## src/rtl/mem_req_pkg.sv

```systemverilog
// mem_req_pkg: shared types for the memory request sequencer.
//   state_e : sequencer FSM states (IDLE, ISSUE, WAIT, RESP)
//   cmd_t   : queued command {write, addr, wdata} at the package widths
package mem_req_pkg;

    localparam int DATA_WIDTH = 32;
    localparam int ADDR_WIDTH = 10;

    typedef enum logic [1:0] {
        IDLE  = 2'd0,
        ISSUE = 2'd1,
        WAIT  = 2'd2,
        RESP  = 2'd3
    } state_e;

    typedef struct packed {
        logic                  write;
        logic [ADDR_WIDTH-1:0] addr;
        logic [DATA_WIDTH-1:0] wdata;
    } cmd_t;

endpackage

```

## src/rtl/mem_req_fifo.sv

```systemverilog
// mem_req_fifo: request queue for the sequencer.
//   clk, rst_n     : clock, async active-low reset (pointers/count only)
//   push_i, wdata_i: write an entry (ignored when full)
//   pop_i, rdata_o : remove the head entry (ignored when empty); rdata_o is the head
//   full_o, empty_o, count_o : occupancy, all from the registered count
module mem_req_fifo #(
    parameter  int WIDTH = 43,
    parameter  int DEPTH = 4,
    localparam int PW    = $clog2(DEPTH),
    localparam int CW    = $clog2(DEPTH + 1)
) (
    input  logic             clk,
    input  logic             rst_n,
    input  logic             push_i,
    input  logic [WIDTH-1:0] wdata_i,
    input  logic             pop_i,
    output logic [WIDTH-1:0] rdata_o,
    output logic             full_o,
    output logic             empty_o,
    output logic [CW-1:0]    count_o
);

    logic [WIDTH-1:0] mem_q [DEPTH];
    logic [PW-1:0]    wr_ptr_q, rd_ptr_q;
    logic [CW-1:0]    count_q;
    logic             do_push, do_pop;

    assign full_o  = (count_q == CW'(DEPTH));
    assign empty_o = (count_q == '0);
    assign count_o = count_q;
    assign rdata_o = mem_q[rd_ptr_q];
    assign do_push = push_i && !full_o;
    assign do_pop  = pop_i && !empty_o;

    // Storage is never read before it is written, so it carries no reset.
    always_ff @(posedge clk) begin
        if (do_push) mem_q[wr_ptr_q] <= wdata_i;
    end

    // DEPTH is a power of two, so the pointers wrap by natural overflow.
    always_ff @(posedge clk or negedge rst_n) begin
        if (!rst_n) begin
            wr_ptr_q <= '0;
            rd_ptr_q <= '0;
            count_q  <= '0;
        end else begin
            if (do_push) wr_ptr_q <= wr_ptr_q + 1'b1;
            if (do_pop)  rd_ptr_q <= rd_ptr_q + 1'b1;
            case ({do_push, do_pop})
                2'b10:   count_q <= count_q + 1'b1;
                2'b01:   count_q <= count_q - 1'b1;
                default: count_q <= count_q;
            endcase
        end
    end

endmodule

```

## src/rtl/mem_req_sequencer.sv

```systemverilog
// mem_req_sequencer: queues read/write requests and runs them one at a time
// against a memory stage, with a per-command completion timeout.
//   req_*  : upstream request (valid/ready) pushed into the queue
//   rsp_*  : in-order response (valid/ready); rsp_err = timed out
//   mem_*  : one-cycle strobe, address/data held through the wait, completion input
//   busy   : FSM not idle or queue non-empty
module mem_req_sequencer #(
    parameter int DATA_WIDTH = 32,
    parameter int ADDR_WIDTH = 10,
    parameter int FIFO_DEPTH = 4,
    parameter int TIMEOUT    = 15
) (
    input  logic                  clk,
    input  logic                  rst_n,
    input  logic                  req_valid,
    output logic                  req_ready,
    input  logic                  req_write,
    input  logic [ADDR_WIDTH-1:0] req_addr,
    input  logic [DATA_WIDTH-1:0] req_wdata,
    output logic                  rsp_valid,
    input  logic                  rsp_ready,
    output logic [DATA_WIDTH-1:0] rsp_rdata,
    output logic                  rsp_err,
    output logic                  mem_wr_en,
    output logic                  mem_rd_en,
    output logic [ADDR_WIDTH-1:0] mem_addr,
    output logic [DATA_WIDTH-1:0] mem_wr_data,
    input  logic [DATA_WIDTH-1:0] mem_rd_data,
    input  logic                  mem_ready,
    output logic                  busy
);

    import mem_req_pkg::*;

    localparam int CMD_W = 1 + ADDR_WIDTH + DATA_WIDTH;
    localparam int TW    = $clog2(TIMEOUT + 1);
    localparam int CW    = $clog2(FIFO_DEPTH + 1);

    state_e                state_q;
    logic [TW-1:0]         timer_q, timer_d;
    logic                  cmd_write_q;
    logic [ADDR_WIDTH-1:0] mem_addr_q;
    logic [DATA_WIDTH-1:0] mem_wr_data_q;
    logic                  wr_en_q, rd_en_q;
    logic                  rsp_valid_q, rsp_err_q;
    logic [DATA_WIDTH-1:0] rsp_rdata_q;

    logic                  fifo_full, fifo_empty, pop;
    logic [CW-1:0]         fifo_count;
    logic [CMD_W-1:0]      head;
    logic                  head_write;
    logic [ADDR_WIDTH-1:0] head_addr;
    logic [DATA_WIDTH-1:0] head_wdata;

    assign {head_write, head_addr, head_wdata} = head;

    // Pop only from IDLE, which also enforces a single outstanding command.
    assign pop       = (state_q == IDLE) && !fifo_empty;
    assign req_ready = !fifo_full;

    mem_req_fifo #(
        .WIDTH (CMD_W),
        .DEPTH (FIFO_DEPTH)
    ) u_fifo (
        .clk     (clk),
        .rst_n   (rst_n),
        .push_i  (req_valid && req_ready),
        .wdata_i ({req_write, req_addr, req_wdata}),
        .pop_i   (pop),
        .rdata_o (head),
        .full_o  (fifo_full),
        .empty_o (fifo_empty),
        .count_o (fifo_count)
    );

    // Saturating increment; the timer never wraps back to zero.
    assign timer_d = (timer_q == TW'(TIMEOUT)) ? timer_q : timer_q + 1'b1;

    always_ff @(posedge clk or negedge rst_n) begin
        if (!rst_n) begin
            state_q       <= IDLE;
            timer_q       <= '0;
            cmd_write_q   <= 1'b0;
            mem_addr_q    <= '0;
            mem_wr_data_q <= '0;
            wr_en_q       <= 1'b0;
            rd_en_q       <= 1'b0;
            rsp_valid_q   <= 1'b0;
            rsp_err_q     <= 1'b0;
            rsp_rdata_q   <= '0;
        end else begin
            case (state_q)
                IDLE: begin
                    if (!fifo_empty) begin
                        // Strobe is registered here so it is high exactly in ISSUE.
                        cmd_write_q   <= head_write;
                        mem_addr_q    <= head_addr;
                        mem_wr_data_q <= head_wdata;
                        wr_en_q       <= head_write;
                        rd_en_q       <= !head_write;
                        state_q       <= ISSUE;
                    end
                end
                ISSUE: begin
                    wr_en_q <= 1'b0;
                    rd_en_q <= 1'b0;
                    timer_q <= '0;
                    state_q <= WAIT;
                end
                WAIT: begin
                    // Completion is checked first so it beats a coincident timeout.
                    if (mem_ready) begin
                        rsp_rdata_q <= cmd_write_q ? '0 : mem_rd_data;
                        rsp_err_q   <= 1'b0;
                        rsp_valid_q <= 1'b1;
                        state_q     <= RESP;
                    end else begin
                        timer_q <= timer_d;
                        if (timer_q == TW'(TIMEOUT)) begin
                            rsp_rdata_q <= '0;
                            rsp_err_q   <= 1'b1;
                            rsp_valid_q <= 1'b1;
                            state_q     <= RESP;
                        end
                    end
                end
                RESP: begin
                    if (rsp_ready) begin
                        rsp_valid_q <= 1'b0;
                        state_q     <= IDLE;
                    end
                end
                default: state_q <= IDLE;
            endcase
        end
    end

    assign mem_wr_en   = wr_en_q;
    assign mem_rd_en   = rd_en_q;
    assign mem_addr    = mem_addr_q;
    assign mem_wr_data = mem_wr_data_q;
    assign rsp_valid   = rsp_valid_q;
    assign rsp_err     = rsp_err_q;
    assign rsp_rdata   = rsp_rdata_q;
    assign busy        = (state_q != IDLE) || (fifo_count != '0);

endmodule

```

## config.mk

```make
export PLATFORM = sky130hd
export DESIGN_NAME = mem_req_sequencer
export DESIGN_NICKNAME = d
export VERILOG_FILES = /design/src/rtl/mem_req_pkg.sv /design/src/rtl/mem_req_fifo.sv /design/src/rtl/mem_req_sequencer.sv
export SDC_FILE = /design/constraint.sdc
export NUM_CORES = 1
export LEC_CHECK = 0
export BUFFER_PORTS_ARGS = -buffer_cell sky130_fd_sc_hd__buf_2
export CAP_MARGIN = 30
export CORE_ASPECT_RATIO = 0.5
export CORE_UTILIZATION = 35
export CTS_CLUSTER_DIAMETER = 100
export DETAILED_ROUTE_END_ITERATION = 16
export PLACE_DENSITY = 0.64
export SLEW_MARGIN = 20
export SYNTH_ARGS = -nofsm -noshare
export SYNTH_HDL_FRONTEND = slang
export SYNTH_HIERARCHICAL = 1
export SYNTH_SLANG_ARGS = --single-unit
export TNS_END_PERCENT = 20
```

## constraint.sdc

```tcl
create_clock -name clk -period 6.3 [get_ports clk]
set_input_delay 0.63 -clock clk [delete_from_list [all_inputs] [get_ports clk]]
set_output_delay 0.63 -clock clk [all_outputs]
set_load 0.005 [all_outputs]
```

==> impl.org, run 1 <==
** Run status
- Outcome :: completed

** Power and ir drop
- The share of total power dissipated in the clock network is 26.0%.
- Cell internal power was estimated by the tool at 4.10 mW.
- For this design the ratio of total power to cell area is 480 nW/um2.
- Reported net switching power :: 1.69 mW
- The analysis attributes to cell leakage a power of 4.72 nW.
- Max VDD drop :: 0.215 mV
- Sequential cells account for 45.6% of the total power.
- Combinational logic is responsible for 28.5% of the overall power.
- Fraction of power spent switching nets :: 29.2%

** Worst setup path
- STA classifies the critical path endpoint as a register.
- Slowest stage cell, crit path :: sky130_fd_sc_hd__buf_4
- Largest fanout on the critical path :: 44
- The number of cells on the worst reg-to-reg path is 11.
- Grouping stages by cell kind, the critical path spends the most delay in adder cells.
- The critical path contains buffers and inverters numbering 3 combined.
- The largest single stage delay on the critical path is 570 ps.
- The worst setup path is of the register to register kind.
- Sequence of cells on the critical path :: inv_1 -> ha_1 -> nor2b_4 -> buf_4 -> o31a_1 -> ha_1 -> inv_1 -> fa_1 -> xor2_1 -> nor2_1 -> xor2_1
- At the worst endpoint, the required time is 6750 ps.
- Worst R2R Setup Slack :: 3210 ps
- Crit path launch type :: register
- RR Endpoint :: u_fifo/count_o[2]
- For the worst setup path, the data arrival time is 3530 ps.
- The worst register-to-register path begins at state_q[0].

** STA
- RSZ-0062 raised after global routing :: no
- Min setup slack post-route :: 3210 ps
- Fin Setup TNS :: 0 ps
- Fin. max-slew vios :: 0
- The tightest hold path in the finished design has a slack of 45.4 ps.
- Measured against its own limit, the worst slew margin works out to 44.0%.
- Final Hold Violating Endpoints :: 0
- Fmax :: 324 MHz
- Transition at the pin with the smallest max-transition slack :: 839 ps
- Setup violations remaining at the end of the flow were counted as 0.
- Ratio of final minimum period to clock period :: 49.0%
- On the final layout, the worst clock skew is 20.3 ps.
- For the finished layout, the period the worst path requires is 3090 ps.

** Route
- Routed wire length :: 19300 um
- Remaining antenna violation count after routing :: 0
- In the routed layout, each cell is associated on average with a via count of 4.78.
- Remaining DRCs :: 0
- DR iter-0 viols :: 232
- After detailed routing, the average wire length per cell comes to 18.1 um.
- Detailed-routing iteration count for the pre-antenna-repair pass :: 4
- Across all layers, the routed design uses 5073 vias.

** CTS
- The clock net in this run drives a total of 264 sinks.
- Clock latency of the later-clocked register in the worst-skew pair :: 550 ps
- Post-CTS setup repair buffer count :: 0
- Number of H-tree branching levels :: 1
- TritonCTS built the clock tree.
- Clock-pin slew reported for the worst setup and hold paths after clock tree synthesis :: 60 ps
- The number of gates resized after CTS was 0.
- Number of buffers inserted during clock tree synthesis :: 26
- The cell sitting at the root of the clock tree is a sky130_fd_sc_hd__clkbuf_16.
- Hold Buf Count CTS :: 0
- Max Buffers Root-to-Sink :: 3

** GRT
- Number of global-route vias before repair :: 5324
- Antenna violations before repair :: 1
- The first global-routing pass estimated 29600 um of wire.
- GRT Resource Usage Total :: 13.1%
- Entering global routing, the biggest net connects 59 pins.
- For this run the aggregate overflow at the end of global routing stands at 0.

** Placement
- Input and output buffers added on the ports amount to 159.
- Before CTS, the worst setup slack after placement is 3220 ps.
- Final Wtd Congestion :: 0.721
- After legalization and detailed placement, the total HPWL measured 11500 um.

** Layout
- Antenna Cells :: 0
- Of the cells placed in the final design, the portion with a size suffix greater than 1 is 38.2%.
- Area growth syn-to-layout :: 19.8%
- Net total in the final layout :: 752
- The library cell used most frequently in the layout, excluding fill and tap cells, is sky130_fd_sc_hd__edfxtp_1.
- Most used cells in the layout excluding fill and tap cells :: sky130_fd_sc_hd__edfxtp_1 (172), sky130_fd_sc_hd__buf_2 (158), sky130_fd_sc_hd__dfrtp_1 (90)

** Logic synthesis
- The Yosys step of the flow raised 6 warnings.
- Flip-flop cell with the highest count after synthesis :: sky130_fd_sc_hd__edfxtp_1
- Synthesis inferred 264 register bits.
- Number of enable-type register cells in the synthesized netlist :: 172
- Post-synthesis instance area :: 10100 um2
- Share of flip-flops with an asynchronous set or reset after synthesis :: 34.8%
- Counting every net in the synthesized netlist gives 579.
- Cell count after synthesis :: 487
- Unique cell type count in the Yosys netlist :: 43
- Avg Cell Area, Syn :: 20.7 um2
- Part of the Yosys area used for sequential elements :: 74.1%

** Die
- In this run the horizontal extent of the chip is 242 um.
- The floorplan step defined a core boundary enclosing 28000 um2.
- Die ar. :: 29500 um2
- Starting utilization of the core area :: 36.0%
- Core Rows :: 43
- Measured along the y axis, the die boundary spans 122 um.
- I/O pin count :: 160

** Min path
- Path class of the lowest-slack min-delay path :: input pin to async pin

** Job
- # Max-Cap Violations :: 0
## flip-flops by register name, summed over array words and instances, names as in the netlist
signal           count
cmd_write_q          1
mem_addr            10
mem_rd_en            1
mem_wr_data         32
mem_wr_en            1
rsp_err              1
rsp_rdata           32
rsp_valid            1
state_q              2
timer_q              4
u_fifo/count_o       3
u_fifo/mem_q       172
u_fifo/rd_ptr_q      2
u_fifo/wr_ptr_q      2
## final cells by class
class	instances	area, um2
fillers	2447	15900
flip-flops and latches	264	7470
multi-input cells	190	2370
repair buffers	168	878
clock buffers	33	677
well taps	382	478
clock inverters	15	165
inverters	10	37.5
## power by group through the flow
stage	combinational, mW	sequential, mW	clock [mW]
2_1_floorplan	1.18	2.62	0
3_3_place_gp	1.59	2.70	0
3_5_place_dp	1.62	2.73	0
4_1_cts	1.62	2.70	1.56
5_1_grt	1.81	2.70	1.62
6_report	1.65	2.64	1.50
## through the flow
step / cells / instance area, um2 / util (%) / power [mW]
2_1_floorplan: 487 / 10100 / - / 3.80
3_3_place_gp: 1013 / 11200 / 40.1 / 4.29
3_5_place_dp: 1013 / 11200 / 40.1 / 4.35
4_1_cts: 1061 / 12100 / 43.1 / 5.88
5_1_grt: 1062 / 12100 / 43.2 / 6.12
6_report: 1062 / 12100 / 43.2 / 5.79
## per-layer routing
metal	part of all wire [%]	up-vias	GRT usage (%)
met3	4.5	23	3.53
met5	0.068	-	0
li1	-	2288	-
met4	1.3	2	3.32
met1	41	2674	15.5
met2	53	86	23.9
## kinds of logic after synthesis
| kind of cell | count (synthesis) | share of synthesized area, % |
|---|---|---|
| flops | 264 | 74.1 |
| mux | 89 | 15.0 |
| compound gates | 52 | 4.48 |
| buf+inv | 33 | 2.56 |
| simple gates | 31 | 1.82 |
| fa+ha+maj | 12 | 1.56 |
| xor+xnor | 6 | 0.522 |
## worst max path at each step
stage                from                 end  slack, ps  cells past startpoint
6_report       state_q[0]   u_fifo/count_o[2]       3210                     11
3_3_place_gp   state_q[0]   u_fifo/count_o[2]       3390                     11
4_1_cts        state_q[0]   u_fifo/count_o[2]       3200                     11
5_1_grt        state_q[0]   u_fifo/count_o[2]       2980                     11
3_5_place_dp   state_q[0]   u_fifo/count_o[2]       3220                     11
2_1_floorplan   req_valid  u_fifo/mem_q[0][0]       3850                      3
## cells in the mapped netlist (2+ instances only)
cell type	count	area, um2
sky130_fd_sc_hd__nand2b_1	2	12.5
sky130_fd_sc_hd__o211ai_1	3	22.5
sky130_fd_sc_hd__a21oi_1	3	15.0
sky130_fd_sc_hd__and2_1	4	25.0
sky130_fd_sc_hd__buf_12	4	80.1
sky130_fd_sc_hd__buf_2	10	50.1
sky130_fd_sc_hd__buf_4	3	22.5
sky130_fd_sc_hd__mux4_1	5	131
sky130_fd_sc_hd__nor2b_1	4	25.0
sky130_fd_sc_hd__ha_1	11	138
sky130_fd_sc_hd__nand3_1	2	10.0
sky130_fd_sc_hd__o31ai_1	3	22.5
sky130_fd_sc_hd__a22o_1	35	307
sky130_fd_sc_hd__nor2_1	4	15.0
sky130_fd_sc_hd__mux4_2	38	856
sky130_fd_sc_hd__inv_1	10	37.5
sky130_fd_sc_hd__nand2_1	7	26.3
sky130_fd_sc_hd__xnor2_1	3	26.3
sky130_fd_sc_hd__mux2_1	43	484
sky130_fd_sc_hd__edfxtp_1	172	5160
sky130_fd_sc_hd__xor2_1	3	26.3
sky130_fd_sc_hd__buf_6	6	67.6
sky130_fd_sc_hd__dfrtp_1	92	2300
No activity file was read; power rests on OpenSTA's default activity.
==> run 2: changes to the inputs <==
PLACE_DENSITY = 0.66   (was 0.64)
clock period = 2.7 ns   (was 6.3 ns; I/O delays follow)
==> impl.org, run 2 (synthesis results as in run 1) <==
** Run status
- Outcome :: completed (unchanged)

** Placement
- The number of cells after detailed placement came to 1021 (was 1013).
- The setup slack at placement came to 429 ps (was 3220 ps).
- The detailed-placement wirelength estimate was 12200 um (was 11500 um).
- Final Wtd Congestion :: 0.744 (was 0.721)
- Post-place instance area :: 11300 um2 (was 11200 um2)
- The number of buffers added on ports is 159 (unchanged).

** CTS
- Clock-pin slew reported for the worst setup and hold paths after clock tree synthesis :: 60 ps (about the same)
- Number of buffers inserted during clock tree synthesis :: 25 (was 26)
- TritonCTS clock tree :: done (unchanged)
- Max Buffers Root-to-Sink :: 3 (unchanged)
- The CTS root buffer is sky130_fd_sc_hd__clkbuf_16 (unchanged).
- Number of H-tree branching levels :: 1 (unchanged)
- Clock latency of the later-clocked register in the worst-skew pair :: 550 ps (about the same)
- Number of sinks handled by clock tree synthesis :: 264 (unchanged)

** Worst setup path
- Worst Reg2Reg Path Length in Cells :: 10 (was 11)
- Worst path bufs/invs :: 2 (was 3)
- The depth of the critical timing path with buffers and inverters included is 10 (was 11).
- The largest stage delay on the critical path is 420 ps (was 570 ps).
- Crit path launch type :: register (unchanged)
- Sequence of cells on the critical path: inv_1 -> ha_1 -> nor2b_4 -> o31a_1 -> ha_1 -> inv_1 -> fa_1 -> xor2_1 -> nor2_1 -> xor2_1 (was inv_1 -> ha_1 -> nor2b_4 -> buf_4 -> o31a_1 -> ha_1 -> inv_1 -> fa_1 -> xor2_1 -> nor2_1 -> xor2_1).
- Worst endpoint data arrival time :: 2750 ps (was 3530 ps)
- The capturing element type of the critical path was a register (unchanged).
- CP Data Required Time :: 3160 ps (was 6750 ps)
- Category of the critical setup timing path :: register to register (unchanged)
- Slowest stage cell, crit path :: sky130_fd_sc_hd__dfrtp_1 (was sky130_fd_sc_hd__buf_4)
- The maximum fanout encountered on the critical timing path was 6 (was 44).
- Crit-path leading delay family :: adder cells (unchanged)

** Power and ir drop
- Power density of the placed cells :: 1050 nW/um2 (was 480 nW/um2)
- The net switching power of the design came to 4.00 mW (was 1.69 mW).
- Fraction of power spent switching nets :: 29.5% (was 29.2%)
- The static leakage power came to 5.07 nW (was 4.72 nW).
- Proportion of power drawn by flip-flops and latches :: 45.0% (was 45.6%)
- Max VDD drop :: 0.512 mV (was 0.215 mV)
- The proportion of power drawn by combinational gates was 30.2% (was 28.5%).
- Clk network pwr share :: 24.8% (was 26.0%)
- The internal portion of total power is 9.56 mW (was 4.10 mW).

** GRT
- The initial antenna violation count is 1 (unchanged).
- Global-route wire length before repair :: 31800 um (was 29600 um)
- The global route total overflow came to 0 (unchanged).
- The via count of the first global-routing pass was 5688 (was 5324).
- GRT Resource Usage Total :: 13.9% (was 13.1%)
- The pin count of the biggest net entering global routing is 47 (was 59).

** Route
- The DRC violation total after the first TritonRoute iteration came to 305 (was 232).
- The DRC violations left came to 0 (unchanged).
- The number of iterations in the first detailed-routing pass was 4 (unchanged).
- The aggregate routed wire length came to 20400 um (was 19300 um).
- The overall via count from detail_route is 5397 (was 5073).
- Detail-routed net length per standard cell :: 17.8 um (was 18.1 um)
- Remaining antenna violation count after routing :: 0 (unchanged)
- The detailed-route vias per instance is 4.72 (was 4.78).

** Layout
- Final standard cell area without fillers :: 12900 um2 (was 12100 um2)
- Most used cells in the layout excluding fill and tap cells :: sky130_fd_sc_hd__edfxtp_1 (172), sky130_fd_sc_hd__buf_2 (158), sky130_fd_sc_hd__dfrtp_1 (90) (unchanged)
- Final instance count without filler cells :: 1143 (was 1062)
- Most common cell after layout, fill and taps aside :: sky130_fd_sc_hd__edfxtp_1 (unchanged)
- Number of fill cells :: 2397 (was 2447)
- The final net count was 834 (was 752).
- The area overhead of the layout relative to synthesis is 27.7% (was 19.8%).
- The flip-flop count of the largest register, all copies and words added came to 172 (unchanged).
- Layout cell share with drive strength beyond 1 :: 35.0% (was 38.2%)
- Register name with the most flops :: u_fifo/mem_q (unchanged)

** STA
- Ratio of final minimum period to clock period :: 85.0% (was 49.0%)
- Final setup violation count :: 0 (unchanged)
- Time the final worst path needs with I/O delays and setup :: 2290 ps (was 3090 ps)
- The slew of the pin with the lowest slew margin came to 836 ps (was 839 ps).
- The total negative slack for setup checks was 0 ps (unchanged).
- The worst slew margin relative to its limit was 44.0% (about the same).
- Worst clock skew :: 19.6 ps (was 20.3 ps)
- RSZ-0062 raised after global routing :: no (unchanged)
- Final Hold Violating Endpoints :: 0 (unchanged)
- The count of final max-slew check failures came to 0 (unchanged).
- The upper clock frequency limit came to 436 MHz (was 324 MHz).
- Min setup slack post-route :: 405 ps (was 3210 ps)

** Die
- The area of the core region came to 28000 um2 (unchanged).
- Core Rows :: 43 (unchanged)
- Die ar. :: 29500 um2 (unchanged)
- The die height is 122 um (unchanged).
- The effective utilization at floorplan was 36.0% (unchanged).
- The count of boundary I/O pins came to 160 (unchanged).
- X dimension of the die :: 242 um (unchanged)

** Job
- The total of max-cap violations is 0 (unchanged).

** Min path
- Hold Path Stages :: 2
- The path category of the worst min-delay check was input pin to register (was input pin to async pin).
run 2: worst paths after layout:
path                                       from                 to  slack, ps
worst max-delay path                 state_q[0]  u_fifo/count_o[2]        410
worst min-delay path                  mem_ready            rsp_err         50
worst max register to register       state_q[0]  u_fifo/count_o[2]        410
worst min register to register  mem_wr_data[28]    mem_wr_data[28]        480
max in group asynchronous                 rst_n      rsp_rdata[10]       1650
min in group asynchronous                 rst_n      rsp_rdata[12]        330
run 2: layer usage:
layer	vias to the layer above	GRT usage, %	wire [um]	part of all wire, %
met2	94	25.6	10800	53
met5	-	0	0	0
met4	0	3.92	427	2.1
met3	41	2.71	715	3.5
met1	2797	16.8	8470	42
li1	2465	-	-	-
run 2: cell type report:
class | count | area (um2) | share of cell area, %
Clock buffer | 32 | 662 | 5.14
Tap cell | 382 | 478 | 3.71
Timing Repair Buffer | 251 | 1730 | 13.4
Multi-Input combinational cell | 190 | 2370 | 18.4
Clock inverter | 13 | 123 | 0.953
Antenna cell | 1 | 2.50 | 0.0194
Sequential cell | 264 | 7470 | 58.1
Inverter | 10 | 37.5 | 0.292
run 2: timing repair:
item                      CTS  global route
hold endpoints to repair  248             0
setup buffers               0             0
hold buffers               76             0
gates resized for setup     0             0
run 2: power by group through the flow:
stage               registers, mW  clock network, mW  logic, mW
floorplan                    6.11                  0       2.76
global placement             6.13                  0       4.02
detailed placement           6.19                  0       4.09
CTS                          6.12               3.47       4.20
global route                 6.23               3.62       4.49
finish                       6.11               3.36       4.10
run 2: metrics by stage:
step           hold WS [ps]  util (%)  power, mW
2_1_floorplan         -25.6         -       8.87
3_3_place_gp            354      40.5       10.1
3_5_place_dp            360      40.5       10.3
4_1_cts                13.8      46.0       13.8
5_1_grt                46.3      46.0       14.3
6_report               46.4      46.0       13.6
